File: config.mk
export PLATFORM = sky130hd
export DESIGN_NAME = fsgn_unit
export DESIGN_NICKNAME = d
export VERILOG_FILES = /design/src/rtl/fpu_pkg.sv /design/src/rtl/fsgn_core.sv /design/src/rtl/fsgn_unit.sv
export SDC_FILE = /design/constraint.sdc
export NUM_CORES = 1
export LEC_CHECK = 0
export BUFFER_PORTS_ARGS = -buffer_cell sky130_fd_sc_hd__buf_2
export CAP_MARGIN = 20
export CORE_ASPECT_RATIO = 1.75
export CORE_MARGIN = 4
export CORE_UTILIZATION = 43
export CTS_BUF_LIST = sky130_fd_sc_hd__clkbuf_4 sky130_fd_sc_hd__clkbuf_8
export DETAILED_ROUTE_END_ITERATION = 6
export GPL_ROUTABILITY_DRIVEN = 0
export PLACE_DENSITY = 0.75
export SKIP_CTS_REPAIR_TIMING = 1
export SYNTH_ARGS = -nofsm -noshare
export SYNTH_HDL_FRONTEND = slang
export SYNTH_SLANG_ARGS = --single-unit
export TNS_END_PERCENT = 20
File: constraint.sdc
create_clock -name clk -period 1.85 [get_ports clk]
set_input_delay 0.37 -clock clk [delete_from_list [all_inputs] [get_ports clk]]
set_output_delay 0.37 -clock clk [all_outputs]
set_load 0.05 [all_outputs]
File: src/rtl/fpu_pkg.sv
// fpu_pkg: shared types and helpers for the sign-injection unit.
//   fsgn_op_e   : operation encoding carried on the op port
//   buf_state_e : occupancy of the two-entry output buffer
//   is_nan()    : NaN detect for any exponent/mantissa split up to the
//                 MAX_* limits. The widths are passed as constant arguments,
//                 so synthesis reduces the loops to an AND/OR tree.
// The NaN helper is used only when FSGN_NAN_CHECK_EN is defined.
package fpu_pkg;

    typedef enum logic [1:0] {
        FSGNJ  = 2'b00,
        FSGNJN = 2'b01,
        FSGNJX = 2'b10,
        FABS   = 2'b11
    } fsgn_op_e;

    typedef enum logic [1:0] {
        BUF_EMPTY = 2'b00,
        BUF_ONE   = 2'b01,
        BUF_TWO   = 2'b10
    } buf_state_e;

    localparam int MAX_EXP_W = 15;
    localparam int MAX_MAN_W = 112;
    localparam int MAX_W     = 1 + MAX_EXP_W + MAX_MAN_W;

    // Exponent all ones and mantissa nonzero. Infinity has a zero mantissa
    // and is not a NaN.
    function automatic logic is_nan(input logic [MAX_W-1:0] v,
                                    input int exp_w,
                                    input int man_w);
        logic [MAX_W-1:0] exp_bits;
        logic             exp_ones;
        logic             man_nz;
        exp_bits = v >> man_w;
        exp_ones = 1'b1;
        man_nz   = 1'b0;
        for (int i = 0; i < MAX_EXP_W; i++) begin
            if (i < exp_w) exp_ones = exp_ones & exp_bits[i];
        end
        for (int i = 0; i < MAX_MAN_W; i++) begin
            if (i < man_w) man_nz = man_nz | v[i];
        end
        return exp_ones & man_nz;
    endfunction

endpackage

File: src/rtl/fsgn_core.sv
// fsgn_core: combinational sign injection (fsgnj/fsgnjn/fsgnjx/fabs).
//   op        : operation, fsgn_op_e encoding
//   x1        : magnitude source operand
//   x2        : sign source operand
//   y         : {injected sign, x1 magnitude}
//   exception : NaN operand flag (constant 0 unless FSGN_NAN_CHECK_EN)
// NaN operands pass through unmodified; the flag only reports them.
module fsgn_core
    import fpu_pkg::*;
#(
    parameter int EXP_W = 8,
    parameter int MAN_W = 23
) (
    input  logic [1:0]           op,
    input  logic [EXP_W+MAN_W:0] x1,
    input  logic [EXP_W+MAN_W:0] x2,
    output logic [EXP_W+MAN_W:0] y,
    output logic                 exception
);

    localparam int W = 1 + EXP_W + MAN_W;

    fsgn_op_e op_e;
    logic     sign;

    assign op_e = fsgn_op_e'(op);

    always_comb begin
        sign = 1'b0;
        unique case (op_e)
            FSGNJ:  sign = x2[W-1];
            FSGNJN: sign = ~x2[W-1];
            FSGNJX: sign = x1[W-1] ^ x2[W-1];
            FABS:   sign = 1'b0;
            default: sign = 1'b0;
        endcase
    end

    assign y = {sign, x1[W-2:0]};

`ifdef FSGN_NAN_CHECK_EN
    logic x1_nan;
    logic x2_nan;

    assign x1_nan = is_nan(MAX_W'(x1), EXP_W, MAN_W);
    assign x2_nan = is_nan(MAX_W'(x2), EXP_W, MAN_W);

    // fabs ignores x2 entirely, so a NaN there is not reported.
    assign exception = x1_nan | (x2_nan & (op_e != FABS));
`else
    logic unused_x2_mag;

    assign unused_x2_mag = ^x2[W-2:0];
    assign exception     = 1'b0;
`endif

endmodule

File: src/rtl/fsgn_unit.sv
// fsgn_unit: sign-injection unit with a valid/ready handshake on each side.
//   clk, rstn          : clock, asynchronous active-low reset
//   in_valid/in_ready  : operation handshake (op, x1, x2, in_tag)
//   out_valid/out_ready: result handshake (y, exception, out_tag)
//   exc_count          : saturating count of delivered exception results
// Optional macro FSGN_NAN_CHECK_EN enables the NaN flag and exc_count.
// Without it, exception and exc_count are tied to 0.
//
// Buffer states:
//   state     | meaning
//   BUF_EMPTY | no result held, out_valid=0
//   BUF_ONE   | main register valid, skid empty
//   BUF_TWO   | main and skid valid, in_ready=0
//
// in_ready is a flop that depends only on skid occupancy. That keeps it off
// the out_ready path, and the skid register absorbs the one operation that
// can arrive in the same cycle the consumer stalls.
module fsgn_unit
    import fpu_pkg::*;
#(
    parameter int EXP_W = 8,
    parameter int MAN_W = 23,
    parameter int TAG_W = 4,
    parameter int CNT_W = 16
) (
    input  logic                 clk,
    input  logic                 rstn,
    input  logic                 in_valid,
    output logic                 in_ready,
    input  logic [1:0]           op,
    input  logic [EXP_W+MAN_W:0] x1,
    input  logic [EXP_W+MAN_W:0] x2,
    input  logic [TAG_W-1:0]     in_tag,
    output logic                 out_valid,
    input  logic                 out_ready,
    output logic [EXP_W+MAN_W:0] y,
    output logic                 exception,
    output logic [TAG_W-1:0]     out_tag,
    output logic [CNT_W-1:0]     exc_count
);

    localparam int W = 1 + EXP_W + MAN_W;

    logic [W-1:0] core_y;
    logic         core_exc;

    fsgn_core #(
        .EXP_W (EXP_W),
        .MAN_W (MAN_W)
    ) u_core (
        .op        (op),
        .x1        (x1),
        .x2        (x2),
        .y         (core_y),
        .exception (core_exc)
    );

    buf_state_e       state_q,     state_d;
    logic             in_ready_q,  in_ready_d;
    logic             out_valid_q, out_valid_d;
    logic [W-1:0]     main_y_q,    main_y_d;
    logic             main_exc_q,  main_exc_d;
    logic [TAG_W-1:0] main_tag_q,  main_tag_d;
    logic [W-1:0]     skid_y_q,    skid_y_d;
    logic             skid_exc_q,  skid_exc_d;
    logic [TAG_W-1:0] skid_tag_q,  skid_tag_d;

    logic push;
    logic pop;

    assign push = in_valid & in_ready_q;
    assign pop  = out_valid_q & out_ready;

    always_comb begin
        state_d    = state_q;
        main_y_d   = main_y_q;
        main_exc_d = main_exc_q;
        main_tag_d = main_tag_q;
        skid_y_d   = skid_y_q;
        skid_exc_d = skid_exc_q;
        skid_tag_d = skid_tag_q;
        unique case (state_q)
            BUF_EMPTY: begin
                if (push) begin
                    main_y_d   = core_y;
                    main_exc_d = core_exc;
                    main_tag_d = in_tag;
                    state_d    = BUF_ONE;
                end
            end
            BUF_ONE: begin
                if (push && !pop) begin
                    skid_y_d   = core_y;
                    skid_exc_d = core_exc;
                    skid_tag_d = in_tag;
                    state_d    = BUF_TWO;
                end else if (push && pop) begin
                    main_y_d   = core_y;
                    main_exc_d = core_exc;
                    main_tag_d = in_tag;
                end else if (pop) begin
                    state_d    = BUF_EMPTY;
                end
            end
            BUF_TWO: begin
                if (pop) begin
                    main_y_d   = skid_y_q;
                    main_exc_d = skid_exc_q;
                    main_tag_d = skid_tag_q;
                    state_d    = BUF_ONE;
                end
            end
            default: state_d = BUF_EMPTY;
        endcase
        in_ready_d  = (state_d != BUF_TWO);
        out_valid_d = (state_d != BUF_EMPTY);
    end

`ifdef FSGN_NAN_CHECK_EN
    logic [CNT_W-1:0] exc_count_q, exc_count_d;

    always_comb begin
        exc_count_d = exc_count_q;
        if (pop && main_exc_q && (exc_count_q != {CNT_W{1'b1}})) begin
            exc_count_d = exc_count_q + 1'b1;
        end
    end

    assign exc_count = exc_count_q;
`else
    assign exc_count = '0;
`endif

    always_ff @(posedge clk or negedge rstn) begin
        if (!rstn) begin
            state_q     <= BUF_EMPTY;
            in_ready_q  <= 1'b1;
            out_valid_q <= 1'b0;
            main_y_q    <= '0;
            main_exc_q  <= 1'b0;
            main_tag_q  <= '0;
            skid_y_q    <= '0;
            skid_exc_q  <= 1'b0;
            skid_tag_q  <= '0;
`ifdef FSGN_NAN_CHECK_EN
            exc_count_q <= '0;
`endif
        end else begin
            state_q     <= state_d;
            in_ready_q  <= in_ready_d;
            out_valid_q <= out_valid_d;
            main_y_q    <= main_y_d;
            main_exc_q  <= main_exc_d;
            main_tag_q  <= main_tag_d;
            skid_y_q    <= skid_y_d;
            skid_exc_q  <= skid_exc_d;
            skid_tag_q  <= skid_tag_d;
`ifdef FSGN_NAN_CHECK_EN
            exc_count_q <= exc_count_d;
`endif
        end
    end

    assign in_ready  = in_ready_q;
    assign out_valid = out_valid_q;
    assign y         = main_y_q;
    assign exception = main_exc_q;
    assign out_tag   = main_tag_q;

endmodule

==> impl_metrics.py <==
metrics = {
    "cells_and_area": {
        "area_growth_pct": 18.20,
        "drive_above_1_share_pct": 63.55,
        "post_layout_nonfiller_instances": 424,
        "final_common_cell": "mux2_2",
        "layout_common_cells": "mux2_2, buf_2, dfrtp_1",
        "fillers": 715,
        "nets": 402,
        "antenna_cells": 0,
    },
    "worst_setup_path": {
        "crit_fanout": 19,
        "cp_cell_sequence": "nand3b_1 -> o22ai_4 -> buf_12 -> mux2_2",
        "cp-end-kind": "flop",
        "worstPathArrival_ns": 1.95,
        "path_class": "reg -> reg",
        "critical_path_required_ns": 2.07,
        "critPathMaxStageDelay_ns": 0.57,
        "cp_num_buf_inv": 1,
        "r2r_start": "in_ready",
        "crit_family": "flip-flops",
        "critPathSlowestCell": "dfstp_2",
        "start_kind": "flop",
        "crit_start": "in_ready",
    },
    "sta": {
        "setup_violations": 0,
        "maxSlewViolCount": 0,
        "rsz0062_at_grt": "no",
        "hold_viol": 0,
        "layout_min_cycle_time_ns": 1.726,
        "finalSetupTns_ns": 0,
        "fmax_mhz": 579.5,
        "period_share_pct": 93.28,
        "skew_ns": 0.008045,
    },
    "logic_synthesis": {
        "ys_ff_latch": 76,
        "synthesis.area_um2": 3636,
        "yosys_warnings": 0,
        "syn_avg_cell_area_um2": 15.15,
        "synth_edf_count": 0,
        "yosysTopAreaCellShare_pct": 51.62,
        "synth.distinct_cells": 34,
        "synthTopCellsByArea": "dfrtp_1, mux2_2, mux2_4",
        "synth_top_cell_by_area": "dfrtp_1",
        "ys.flop_type": "dfrtp_1",
        "synth-seq-area-share_pct": 52.34,
        "async_flop_share_pct": 100.0,
        "synthCells": 240,
    },
    "floorplanning": {
        "ios": 129,
        "start_util_pct": 44.03,
        "num_rows": 44,
        "die_h_um": 129.6,
        "die_w_um": 77.51,
        "fp.coreArea_um2": 8258,
        "dieArea_um2": 10050,
    },
    "cts": {
        "clock_path_buffers": 2,
        "clock_sinks": 76,
        "clk_latency_ns": 0.34,
        "cts-buffers-inserted": 9,
        "clk_pin_slew_ns": 0.07,
        "htreeDepth": 3,
        "cts_tree": "yes",
        "root_buffer": "clkbuf_8",
    },
    "job": {
        "max-cap-violations": 0,
    },
    "global_route": {
        "track_usage_pct": 14.60,
        "grt_pass1_vias": 2305,
        "grt_pass1_wl_um": 11180,
        "antenna_found_initial": 0,
        "grt_max_degree": 37,
        "overflow": 0,
    },
    "route": {
        "drc": 0,
        "num_vias": 2157,
        "viasPerCell": 5.087,
        "finalWirelength_um": 6908,
        "drt-initial-drc-count": 58,
        "ant_nets": 0,
        "firstDrtPassIters": 3,
        "wl_per_cell_um": 16.29,
    },
    "power": {
        "p_per_area_nw_per_um2": 1949,
        "vdd_drop_max_v": 0.0008573,
        "power_w": 0.008378,
        "p_leak_nw": 2.015,
    },
    "outcome": {
        "outcome": "finished clean",
    },
    "placement": {
        "placed_cells": 408,
        "hpwl_um": 5052,
        "io_buffer_count": 80,
    },
    "min_path": {
        "hold_start": "x1[5]",
        "hold_class": "in -> reg",
    },
}
sequential cells by signal, summed over array words and instances (netlist names):
register    cells
skid_tag_q      4
out_valid       1
in_ready        1
out_tag         4
y              32
state_q         2
skid_y_q       32
power by group:
group	leakage [nW]	internal [W]	switching, W
Sequential	0.898	0.00252	0.000457
Clock	0.0961	0.000579	0.000556
Combinational	1.02	0.00173	0.00254
Total	2.02	0.00483	0.00355
worst register-to-register path: stages, from the launching register on:
cell and delay, ns:
dfstp_2 0.57, nand3b_1 0.17, o22ai_4 0.28, buf_12 0.22
mux2_2 0.37
layer usage:
layer  global-route usage [%]  vias up  share of wire, %
met5                        0        -                 0
met4                    7.547        0               2.3
met3                    3.199       11               3.9
met2                    27.15       55                55
met1                    15.24     1092                39
li1                         -      999                 -
synthesized netlist by cell type (2+ instances only):
| library cell | n |
|---|---|
| mux2_1 | 2 |
| buf_6 | 10 |
| nand2_1 | 3 |
| a21oi_1 | 3 |
| dfrtp_1 | 75 |
| mux2_4 | 20 |
| mux2_2 | 83 |
| a31oi_1 | 2 |
| buf_4 | 17 |
layout make-up:
cell class                 instances  area, um2  area share, %
multi-input combinational        151       1551          36.10
tap                               92      115.1          2.678
clock inverter                     2      10.01         0.2329
sequential                        76       1903          44.28
inverter                           1      3.754        0.08734
timing repair buffer              89      548.0          12.75
clock buffer                      13      166.4          3.872
logic make-up (layout without fill, tap and decap cells):
| family | count (synthesis) | in the layout | synth area share (%) |
|---|---|---|---|
| multiplexers | 105 | 105 | 34.58 |
| XOR/XNOR | 1 | 1 | 0.2409 |
| AO/OA/AOI/OAI | 15 | 15 | 3.476 |
| flip-flops | 76 | 76 | 52.34 |
| other | 1 | 17 | 0.1031 |
| AND/OR/NAND/NOR | 13 | 13 | 2.409 |
| buffers and inverters | 29 | 105 | 6.848 |
per-stage QoR:
stage               worst slack [ns]  util, %  hold WS [ns]  instance area, um2
floorplan                    0.01520        -       0.07441                3696
global placement              0.1633    49.79        0.3024                4111
detailed placement            0.1321    49.79        0.3102                4111
CTS                           0.1100    51.92      -0.08018                4288
global route                 0.04371    52.05        0.2491                4298
finish                        0.1244    52.05        0.2612                4298
worst paths after layout:
path | slack (ns) | depth (start not counted) | end
max in group asynchronous | 0.83 | 3 | skid_y_q[19]
worst max-delay path | 0.12 | 4 | y[10]
worst min-delay path | 0.26 | 2 | skid_y_q[5]
min in group asynchronous | 0.48 | 2 | y[26]
worst max register to register | 0.12 | 4 | y[10]
worst min register to register | 0.49 | 1 | skid_y_q[5]
No activity file was read; power rests on OpenSTA's default activity.
